### config.mk
export PLATFORM = sky130hd
export DESIGN_NAME = led_pwm_fader_flat
export DESIGN_NICKNAME = d
export VERILOG_FILES = /design/src/rtl/led_pwm_fader_if.sv /design/src/rtl/led_pwm_fader.sv /design/src/flat_wrapper.sv
export SDC_FILE = /design/constraint.sdc
export NUM_CORES = 1
export LEC_CHECK = 0
export ABC_AREA = 1
export CELL_PAD_IN_SITES_DETAIL_PLACEMENT = 1
export CELL_PAD_IN_SITES_GLOBAL_PLACEMENT = 2
export CORE_MARGIN = 1
export CORE_UTILIZATION = 38
export CTS_BUF_LIST = sky130_fd_sc_hd__clkbuf_4
export DETAILED_ROUTE_END_ITERATION = 6
export HOLD_SLACK_MARGIN = 0.06
export PLACE_DENSITY = 0.93
export SETUP_SLACK_MARGIN = 0.05
export SLEW_MARGIN = 20
export SYNTH_ARGS = -nofsm -noshare
export SYNTH_HDL_FRONTEND = slang
export SYNTH_SLANG_ARGS = --single-unit
### constraint.sdc
create_clock -name clk -period 2 [get_ports clk]
set_input_delay 0.4 -clock clk [delete_from_list [all_inputs] [get_ports clk]]
set_output_delay 0.4 -clock clk [all_outputs]
set_load 0.005 [all_outputs]
### src/rtl/led_pwm_fader_if.sv
// Request/LED bundle for the RGB PWM fader: per-channel fade targets in,
// active-low LED pins and the fading flag out.
interface led_pwm_fader_if;
  logic req_r;
  logic req_g;
  logic req_b;
  logic LED_R;
  logic LED_G;
  logic LED_B;
  logic fading;

  modport master (
    output req_r, req_g, req_b,
    input  LED_R, LED_G, LED_B, fading
  );

  modport slave (
    input  req_r, req_g, req_b,
    output LED_R, LED_G, LED_B, fading
  );
endinterface

### src/rtl/led_pwm_fader.sv
// Three-channel LED fader: a free-running PWM counter drives each channel from
// a per-period shadow duty, while duty ramps one step every FADE_DIV periods.
module led_pwm_fader #(
  parameter int PWM_BITS = 8,
  parameter int FADE_DIV = 64
) (
  input  logic            clk,
  input  logic            rst_n,
  led_pwm_fader_if.slave  bus
);
  localparam logic [PWM_BITS-1:0] DMAX  = {PWM_BITS{1'b1}};
  localparam logic [PWM_BITS-1:0] DZERO = {PWM_BITS{1'b0}};
  localparam logic [PWM_BITS-1:0] DONE  = PWM_BITS'(1);
  localparam int                  SW    = (FADE_DIV > 1) ? $clog2(FADE_DIV) : 1;
  localparam logic [SW-1:0]       STEP_LAST = SW'(FADE_DIV - 1);
  localparam logic [SW-1:0]       STEP_ONE  = SW'(1);
  localparam logic [SW-1:0]       STEP_ZERO = {SW{1'b0}};

  logic [PWM_BITS-1:0] pwm_cnt_r;
  logic [SW-1:0]       step_cnt_r;
  logic [PWM_BITS-1:0] duty_r     [3];
  logic [PWM_BITS-1:0] duty_act_r [3];
  logic [PWM_BITS-1:0] duty_nxt_s [3];
  logic [2:0]          req_s;
  logic [2:0]          lit_s;
  logic [2:0]          busy_s;
  logic                period_end_s;
  logic                step_s;

  // Full scale must light every cycle, which pwm_cnt < DMAX alone would miss.
  function automatic logic lit_f(input logic [PWM_BITS-1:0] cnt,
                                 input logic [PWM_BITS-1:0] act);
    logic res;
    if (act == DZERO) begin
      res = 1'b0;
    end else if (act == DMAX) begin
      res = 1'b1;
    end else begin
      res = (cnt < act);
    end
    return res;
  endfunction

  assign req_s        = {bus.req_b, bus.req_g, bus.req_r};
  assign period_end_s = (pwm_cnt_r == DMAX);
  assign step_s       = period_end_s && (step_cnt_r == STEP_LAST);

  // Per-channel next duty, lit decision and ramp-in-progress flag.
  always_comb begin
    for (int i = 0; i < 3; i++) begin
      duty_nxt_s[i] = duty_r[i];
      if (step_s && req_s[i] && (duty_r[i] != DMAX)) begin
        duty_nxt_s[i] = duty_r[i] + DONE;
      end else if (step_s && !req_s[i] && (duty_r[i] != DZERO)) begin
        duty_nxt_s[i] = duty_r[i] - DONE;
      end else begin
        duty_nxt_s[i] = duty_r[i];
      end
      busy_s[i] = req_s[i] ? (duty_r[i] != DMAX) : (duty_r[i] != DZERO);
      lit_s[i]  = lit_f(pwm_cnt_r, duty_act_r[i]);
    end
  end

  // PWM period counter and fade-step prescaler.
  always_ff @(posedge clk or negedge rst_n) begin
    if (!rst_n) begin
      pwm_cnt_r  <= DZERO;
      step_cnt_r <= STEP_ZERO;
    end else begin
      pwm_cnt_r <= pwm_cnt_r + DONE;
      if (period_end_s) begin
        step_cnt_r <= (step_cnt_r == STEP_LAST) ? STEP_ZERO : step_cnt_r + STEP_ONE;
      end else begin
        step_cnt_r <= step_cnt_r;
      end
    end
  end

  // Duty registers; the shadow copy loads at period end so a period never mixes levels.
  always_ff @(posedge clk or negedge rst_n) begin
    if (!rst_n) begin
      for (int i = 0; i < 3; i++) begin
        duty_r[i]     <= DZERO;
        duty_act_r[i] <= DZERO;
      end
    end else begin
      for (int i = 0; i < 3; i++) begin
        duty_r[i] <= duty_nxt_s[i];
        if (period_end_s) begin
          duty_act_r[i] <= duty_nxt_s[i];
        end else begin
          duty_act_r[i] <= duty_act_r[i];
        end
      end
    end
  end

  // Registered active-low pins and fading flag.
  always_ff @(posedge clk or negedge rst_n) begin
    if (!rst_n) begin
      bus.LED_R  <= 1'b1;
      bus.LED_G  <= 1'b1;
      bus.LED_B  <= 1'b1;
      bus.fading <= 1'b0;
    end else begin
      bus.LED_R  <= ~lit_s[0];
      bus.LED_G  <= ~lit_s[1];
      bus.LED_B  <= ~lit_s[2];
      bus.fading <= |busy_s;
    end
  end
endmodule

### src/flat_wrapper.sv
// flat-port wrapper written by rule: the top's interface ports become plain ports
module led_pwm_fader_flat 
#(
  parameter int PWM_BITS = 8,
  parameter int FADE_DIV = 64
)
  (clk, rst_n, bus_req_r, bus_req_g, bus_req_b, bus_LED_R, bus_LED_G, bus_LED_B, bus_fading);
  led_pwm_fader_if bus_i ();
  input  logic clk;
  input  logic rst_n;
  input wire logic [$bits(bus_i.req_r)-1:0] bus_req_r;
  input wire logic [$bits(bus_i.req_g)-1:0] bus_req_g;
  input wire logic [$bits(bus_i.req_b)-1:0] bus_req_b;
  output wire logic [$bits(bus_i.LED_R)-1:0] bus_LED_R;
  output wire logic [$bits(bus_i.LED_G)-1:0] bus_LED_G;
  output wire logic [$bits(bus_i.LED_B)-1:0] bus_LED_B;
  output wire logic [$bits(bus_i.fading)-1:0] bus_fading;
  assign bus_i.req_r = bus_req_r;
  assign bus_i.req_g = bus_req_g;
  assign bus_i.req_b = bus_req_b;
  assign bus_LED_R = bus_i.LED_R;
  assign bus_LED_G = bus_i.LED_G;
  assign bus_LED_B = bus_i.LED_B;
  assign bus_fading = bus_i.fading;
  led_pwm_fader #(.PWM_BITS(PWM_BITS), .FADE_DIV(FADE_DIV)) u_core (.clk(clk), .rst_n(rst_n), .bus(bus_i));
endmodule
# --- Yosys cells after proc, flatten, opt, wreduce, memory -nomap -nowiden ---
# Index checks and enable logic that the tools add are counted.
totals:
  out_inout_bits: 4
  regBits: 66
  in_bits: 5
classes:
  bitwise: 3
  n_lt_le_gt_ge: 3
  n_reduce_logical: 23
  n_eq_ne: 8
  addsub: 8
  mux: 16
op_table:
  columns: ["operator", "count"]
  rows:
  - ["$mux 8", 6]
  - ["$add 8x1->8 const B", 4]
  - ["$eq 8x8->1 const B", 4]
  - ["$logic_not 8->1", 3]
  - ["$lt 8x8->1", 3]
  - ["$ne 8x8->1 const B", 3]
  - ["$reduce_bool 8->1", 3]
  - ["$sub 8x1->8 const B", 3]
  - ["$logic_and 1x1->1", 13]
  - ["$mux 1", 9]
  - ["$add 6x1->6 const B", 1]
  - ["$eq 6x6->1 const B", 1]
  - ["$mux 6", 1]
  - ["$logic_not 1->1", 3]
  - ["$not 1->1", 3]
  - ["$reduce_or 3->1", 1]

# --- Depth between registers and ports, before layout ---
# Gate-level depths: netlist of the first run.
depth:
  ltp_word: 6
  ltp_mapped: 13
  ltp_nobuf: 13

# --- Worst setup path before layout of the first run ---
# Ideal clock, no wire load.
synth_timing:
  kind: "register to register"
  startpoint: "reg u_core.pwm_cnt_r[1]"
  endpoint: "reg u_core.duty_act_r[0] in the netlist's numbering"
  stages_incl_launch_ff: 11
  setup_time_ns: 0.123
  path_buffers: 1
  arrival_time_ns: 1.605
  setup_slack_ns: 0.272
  path_cell_list: "dfrtp_1 > ha_1 > nand2_1 > nor2_4 > nand2_4 > nor2_8 > buf_6 > nand2_1 > nand2_1 > xor2_1 > o21ai_1"
synth_via:
  elab_chain_len: 6
  elab_cells_between_ends: 8
  classes_between: "eq/ne (1); mux (2); reduce/logical (5)"
synth_lines:
  columns: ["element", "line", "rtl"]
  rows:
  - ["start: declaration", "led_pwm_fader.sv:19", "logic [PWM_BITS-1:0] pwm_cnt_r;"]
  - ["start signal: assignment", "led_pwm_fader.sv:70", "pwm_cnt_r <= pwm_cnt_r + DONE;"]
  - ["$eq 8x8->1 *", "led_pwm_fader.sv:45", "assign period_end_s = (pwm_cnt_r == DMAX);"]
  - ["$logic_and 1x1->1", "led_pwm_fader.sv:46", "assign step_s = period_end_s && (step_cnt_r == STEP_LAST);"]
  - ["$logic_and 1x1->1 (2 in a row)", "led_pwm_fader.sv:54", "end else if (step_s && !req_s[i] && (duty_r[i] != DZERO)) begin"]
  - ["$mux 8", "led_pwm_fader.sv:54", null]
  - ["$mux 8", "led_pwm_fader.sv:52", "if (step_s && req_s[i] && (duty_r[i] != DMAX)) begin"]
  - ["end signal: indexed assignment", "led_pwm_fader.sv:90", "duty_act_r[i] <= duty_nxt_s[i];"]
  - ["end signal: indexed assignment", "led_pwm_fader.sv:92", "duty_act_r[i] <= duty_act_r[i];"]
  - ["end: declaration", "led_pwm_fader.sv:22", "logic [PWM_BITS-1:0] duty_act_r [3];"]
# Every way passes the cells marked *; elsewhere a longest branch is shown, timed or not.
# A chain may end at the register's enable or synchronous reset.

==> impl_results.md, run 1 <==
- Status: complete, no violations
- Detailed Route WL: about 12000 microns
- Share of the synthesized area in the top cell type: 0.361
- Die area: 11900 sq um
- RSZ-0062 raised after global routing: yes
- Max-slew headroom: 0.666
- Worst path depth: 13
- Global-route wire length before repair: 19700 microns
- Die width: 109 microns
- Slowest-stage cell, CP: dfrtp_1
- WL/cell: 15.4 microns
- Bufs and invs on worst path: 3
- Area leader, netlist: dfrtp_1
- Worst-Margin Slew: 500 ps
- Worst vdd ir: between 0.3 and 0.4 mV
- Max clock buf depth: 2
- Fin. Hold Viols: 0
- Antenna violations before repair: 0
- Warnings, synthesis: 0
- Register bit count reported by yosys: 66
- Via Count: 3975
- Syn Nets: roughly 630
- CTS Root Cell: clkbuf_4
- Setup TNS: 0 ps
- CP Data Arrival Time: roughly 2300 ps
- Tcrit/Tclk final: 0.945
- Mapped Cells: 595
- CP cell instances: ha_2, nand2_2, nor2_4, nand2_4, nor2_8, buf_12, nand2_8, inv_6, buf_12, nand2_1, nand2_2, nand2_1, nand2_1
- Pin count of the biggest net entering global routing: 39
- Critical Path Source Type: flip-flop
- DR pass1 iterations: 4
- Syn Area/Cell: between 7 and 8 sq um
- CORE AREA: 11000 sq um
- Clock transition at the registers of the reported paths: 110 ps
- Initial Util: 0.396
- Final ANT Viol Nets: 0
- Register area share after synthesis: 0.379
- # DRC: 0
- Initial DRC count: between 100 and 150
- Pwr Total: 0.00225 W
- Required @ worst endpoint: 2360 ps
- Crit-path max FO: 8
- DIE HEIGHT: approximately 110 microns
- PwrDens: 438 nW/um^2
- F_max: 529 MHz
- Commonest cells after routing, fill and taps aside: 189 x nand2_1, 68 x inv_1, 62 x dfrtp_1, 46 x nand3_1, 39 x nor2_1
- Mapped cell area: around 4400 sq um
- CTS Buf Count: 9
- Setup violators final: 0
- Layout cells sized above 1: 0.155
- P&R area growth vs syn: 17.5%
- Pleak: 2.85 nW
- Min-delay worst type: input pin to async pin
- Most common cell after layout, fill and taps aside: nand2_1
- Global route total overflow: 0
- Max_cap viols: 0
- Ports: 9
- Placer congestion estimate: ~0.84
- CP max stage delay: 380 ps
- Most frequent CP cell: nand2_1
- Gr usage total: 0.215
- ANT cells: 0
- Synth top area cells: dfrtp_1 36%, nand2_1 18%, ha_1 9.2%
- Fin crit period: 1890 ps
- CTS tree: done
- Port Buffers: 8
- Delay-heaviest family, CP: simple AND/OR/NAND/NOR gates
- Vias in the first global route: between 4000 and 5000
- Reg2Reg Depth: 13
- Final Skew: 15.8 ps
- DP HPWL: between 8000 and 9000 microns
- H-tree depth: 3
- Post-synthesis cell type count: 30
- Clk_lat worst skew: ~430 ps
- CTS Sinks: 66
- Post-layout nets: 672
- Rows: 38
- Slew Limit Fails: 0
- Vias per inst: ~5.1
- Critical path type: flip-flop to flip-flop
- Setup crit end kind: flip-flop
## worst min-delay path, delay by kind of cell
family	cells	cell delay, ps
buffers and inverters	3	960
## state kept, by name (all words and copies together), names as in the netlist
| name | count |
|---|---|
| u_core.bus.LED_G | 1 |
| u_core.step_cnt_r | 6 |
| u_core.bus.fading | 1 |
| u_core.bus.LED_R | 1 |
| u_core.duty_act_r | 24 |
| u_core.bus.LED_B | 1 |
| u_core.duty_r | 24 |
| u_core.pwm_cnt_r | 8 |
## Yosys cell counts (all sizes together)
library cell and instances:
a21oi 18, and2 2, buf 9, clkbuf 4, dfrtp 63, dfstp 3
ha 32, inv 72, nand2 214, nand3 52, nand3b 3, nand4 24
nor2 47, nor3 7, nor3b 2, nor4 2, o21ai 12, o22ai 3
xnor2 6, xor2 20
## area by class of cell
class	count	area (sq um)
Tap cell	140	175
Fill cell	1404	5900
Clock buffer	10	75.1
Sequential cell	66	1660
Inverter	72	278
Multi-Input combinational cell	444	2510
Clock inverter	5	46.3
Timing Repair Buffer	42	393
## report_power, final
part           switching, W  internal, W  leakage (nW)  total [W]
Combinational     0.0000459    0.0000207          2.05  0.0000666
Sequential      0.000000115      0.00133         0.739    0.00133
Clock              0.000473     0.000375        0.0688   0.000848
Total              0.000519      0.00173          2.85    0.00225
## routing by layer
metal,up-vias,GRT usage,part of all wire
met1,1942,0.270,0.47
met2,32,0.378,0.50
met4,0,0.0638,0.015
met5,-,0,0
li1,1982,-,-
met3,19,0.0359,0.017
## metrics by stage
stage	instances	hold slack (ps)	cell area, sq um	util	setup WS (ps)
floorplan	595	104	4370	-	272
global placement	755	454	4750	0.430	51.0
detailed placement	755	458	4750	0.430	6.54
CTS	771	507	4890	0.443	62.4
global route	779	524	5130	0.466	-8.36
finish	779	505	5130	0.466	110
## final timing paths
path / start / to / slack (ps)
hold / removal: rst_n / u_core.duty_act_r[7] / 510
hold reg to reg: u_core.step_cnt_r[2] / u_core.step_cnt_r[2] / 510
setup reg to reg: u_core.pwm_cnt_r[0] / u_core.duty_act_r[21] / 110
setup / recovery: u_core.pwm_cnt_r[0] / u_core.duty_act_r[21] / 110
max in group asynchronous: rst_n / u_core.bus.LED_R / 1060
min in group clk: u_core.step_cnt_r[2] / u_core.step_cnt_r[2] / 510
## cell families (layout without fill, tap and decap cells)
group           Yosys count  in the layout  share of synthesized area
simple gates            353            353                      0.358
buf+inv                  85            129                     0.0784
flops                    66             66                      0.379
compound gates           33             33                     0.0395
fa+ha+maj                32             32                     0.0916
xor+xnor                 26             26                     0.0538
## what timing repair did
action,CTS,global route
endpoints found under the setup margin,3,27
cloned,0,2
hold buffers,1,0
pin swaps,0,10
resized for setup,2,42
endpoints found under the hold margin,63,0
setup buffers,0,6
(Power assumes the default switching activity.)
==> inputs of run 2 (changes only) <==
--- a/config.mk
+++ b/config.mk
@@ -9,9 +9,11 @@
 export CELL_PAD_IN_SITES_DETAIL_PLACEMENT = 1
 export CELL_PAD_IN_SITES_GLOBAL_PLACEMENT = 2
 export CORE_MARGIN = 1
-export CORE_UTILIZATION = 38
+export CORE_UTILIZATION = 39
 export CTS_BUF_LIST = sky130_fd_sc_hd__clkbuf_4
+export CTS_CLUSTER_SIZE = 14
 export DETAILED_ROUTE_END_ITERATION = 6
+export DONT_BUFFER_PORTS = 1
 export HOLD_SLACK_MARGIN = 0.06
 export PLACE_DENSITY = 0.93
 export SETUP_SLACK_MARGIN = 0.05
==> constraint.sdc (replaced) <==
create_clock -name clk -period 2 [get_ports clk]
set_input_delay 0.6 -clock clk [delete_from_list [all_inputs] [get_ports clk]]
set_output_delay 0.6 -clock clk [all_outputs]
set_load 0.005 [all_outputs]
==> run 2 against run 1 <==
Sequential power about the same. Setup slack better by 4.1 ps. Power up 0.48%. Clock-buffer cell count down 1. The run now ends with negative hold slack left. First-iteration DRC count down 1.5%. Register-to-register slack about the same. Cell count down 1.4%. Critical path depth down 3. Clock skew up 1.4 ps.
==> impl_results.md, run 2 (same netlist as run 1, synthesis figures left out) <==
- Final ANT Viol Nets: 0 (unchanged)
- CP cell instances: ha_2, nand2_2, nor2_4, nand2_4, buf_4, buf_4, inv_1, buf_12, nand2_1, xnor2_1
- Setup violators final: 0 (unchanged)
- Initial Util: 0.401 (+0.00519)
- Fin crit period: 1890 ps (-4.13 ps)
- Gr usage total: 0.223 (+0.00754)
- Most frequent CP cell: buf_4
- Final Skew: 17.2 ps (+1.43 ps)
- CTS Sinks: 66 (unchanged)
- Required @ worst endpoint: 2340 ps (-20 ps)
- Via Count: 3977 (+0.050%)
- Rows: 38 (unchanged)
- CP max stage delay: 370 ps (about the same)
- H-tree depth: 3 (unchanged)
- Reg2Reg Depth: 10 (-3)
- Crit-path max FO: 20 (+12)
- Worst-Margin Slew: 332 ps (-168 ps)
- Global route total overflow: 0 (unchanged)
- Fin. Hold Viols: 64 (+64)
- R2r endpoint: u_core.step_cnt_r[2]
- Post-layout nets: 660 (-1.8%)
- CTS Buf Count: 9 (unchanged)
- Max clock buf depth: 2 (unchanged)
- DR pass1 iterations: 6 (+2)
- Critical Path Source Type: flip-flop
- DP HPWL: 9030 microns (+0.68%)
- Worst r2r src: u_core.pwm_cnt_r[1]
- CP Data Arrival Time: 2230 ps (-20 ps)
- Slew Limit Fails: 0 (unchanged)
- Max_cap viols: 0 (unchanged)
- Global routing usage on met3: 0.0454 (+0.00954)
- Detailed Route WL: 12000 microns (+0.51%)
- P&R area growth vs syn: 14.5%
- Hold slack: -169 ps (-674 ps)
- Clk_lat worst skew: 450 ps (+20 ps)
- WL/cell: 15.7 microns (+1.9%)
- Layout cells sized above 1: 0.146 (-0.00843)
- DIE HEIGHT: 108 microns (-1.3%)
- Pin count of the biggest net entering global routing: 67 (+72%)
- Failing checks: negative hold slack
- CORE AREA: 10900 sq um (-1.3%)
- ANT cells: 0 (unchanged)
- Die width: 108 microns (-1.3%)
- Initial DRC count: 135 (-1.5%)
- CTS Root Cell: clkbuf_4
- Biggest regs: u_core.duty_act_r: 24 flops, u_core.duty_r: 24 flops, u_core.pwm_cnt_r: 8 flops
- Final setup margin: 114 ps (+4.13 ps)
- Min-delay worst type: input pin to async pin
- Commonest cells after routing, fill and taps aside: 197 x nand2_1, 68 x inv_1, 62 x dfrtp_1, 45 x nand3_1, 39 x nor2_1
- F_max: 530 MHz (+0.22%)
- Slowest-stage cell, CP: dfrtp_1
- Most common cell after layout, fill and taps aside: nand2_1
- Ports: 9 (unchanged)
- Worst vdd ir: 0.435 mV (+39%)
- Vias per inst: 5.18 (+1.5%)
- M1 GR Usage: 0.270 (+0.000360)
- Gr busiest metal: met2
- Delay-heaviest family, CP: buffers and inverters
- Bufs and invs on worst path: 4 (+1)
- Port Buffers: 0 (-8)
- Setup crit end kind: flip-flop
- Global-route wire length before repair: 19700 microns (+0.11%)
- RSZ-0062 raised after global routing: yes
- # DRC: 0 (unchanged)
- Critical path type: flip-flop to flip-flop
- GR Layer Usage met2: 0.396 (+0.0173)
- Clock transition at the registers of the reported paths: 120 ps (about the same)
- Pleak: 2.80 nW (-2.0%)
- CTS tree: done
- PwrDens: 452 nW/um^2 (+3.1%)
- Vias in the first global route: 4247 (+2.1%)
- Die area: 11600 sq um (-2.5%)
- Antenna violations before repair: 0 (unchanged)
- Tcrit/Tclk final: 0.943 (-0.00206)
- Place WS: 5.36 ps (-1.19 ps)
- Max-slew headroom: 0.776 (+0.110)
- R2R setup slack: 110 ps (about the same)
- Status: complete, but fails checks
- Placer congestion estimate: 0.832 (-1.4%)
==> run 2: cell count changes in the layout (fill, tap and decap cells not counted), sizes merged <==
cell,change
buf,-4
dlygate4sd3,-1
inv,+1
clkbuf,-1
clkdlybuf4s50,-7
clkinv,-1
clkinvlp,+2
==> run 2: per-layer routing <==
layer | part of all wire | vias up
li1 | - | 1946
met1 | 0.46 | 1991
met2 | 0.51 | 29
met3 | 0.017 | 11
met4 | 0.0098 | 0
met5 | 0 | -
==> run 2: per-stage QoR <==
step | TNS [ps] | power (W) | instance area [sq um] | cells | util
2_1_floorplan | 0 | 0.00137 | 4370 | 595 | -
3_3_place_gp | 0 | 0.00137 | 4650 | 742 | 0.427
3_5_place_dp | 0 | 0.00137 | 4650 | 742 | 0.427
4_1_cts | 0 | 0.00231 | 4790 | 758 | 0.440
5_1_grt | -11.6 | 0.00236 | 5000 | 768 | 0.460
6_report | 0 | 0.00226 | 5000 | 768 | 0.460
==> run 2: power by group <==
group	total [W]	switching, W	internal (W)
Sequential	0.00134	0.000000295	0.00133
Clock	0.000910	0.000533	0.000377
Combinational	0.0000148	0.0000111	0.00000376
==> run 2: worst register-to-register path: stages, from the launching register on <==
cell     delay [ps]
dfrtp_1         370
ha_2            200
nand2_2          60
nor2_4          170
nand2_4          90
buf_4           140
buf_4           190
inv_1           140
buf_12          170
nand2_1         110
xnor2_1         150
==> run 2: area by class of cell <==
cell class,instances,area [sq um]
well taps,140,175
multi-input cells,444,2470
repair buffers,30,293
clock buffers,9,67.6
clock inverters,7,68.8
flip-flops and latches,66,1660
fillers,1362,5880
inverters,72,275
==> run 2: worst max path at each step <==
stage,slack (ps),startpoint,end,cells after the start
CTS,50,u_core.duty_r[1],u_core.duty_act_r[6],11
global route,-10,u_core.pwm_cnt_r[1],u_core.duty_act_r[14],13
global placement,80,u_core.duty_r[16],u_core.duty_act_r[16],11
detailed placement,5,u_core.duty_r[16],u_core.duty_act_r[16],11
floorplan,270,u_core.pwm_cnt_r[1],u_core.duty_act_r[0],10
finish,110,u_core.pwm_cnt_r[1],u_core.step_cnt_r[2],10
==> run 2: repair_timing <==
action,in CTS,in global routing
pin swaps,0,7
gates resized for setup,2,31
setup buffers,0,8
setup endpoints to repair,3,30
hold endpoints to repair,66,66
cloned,0,2
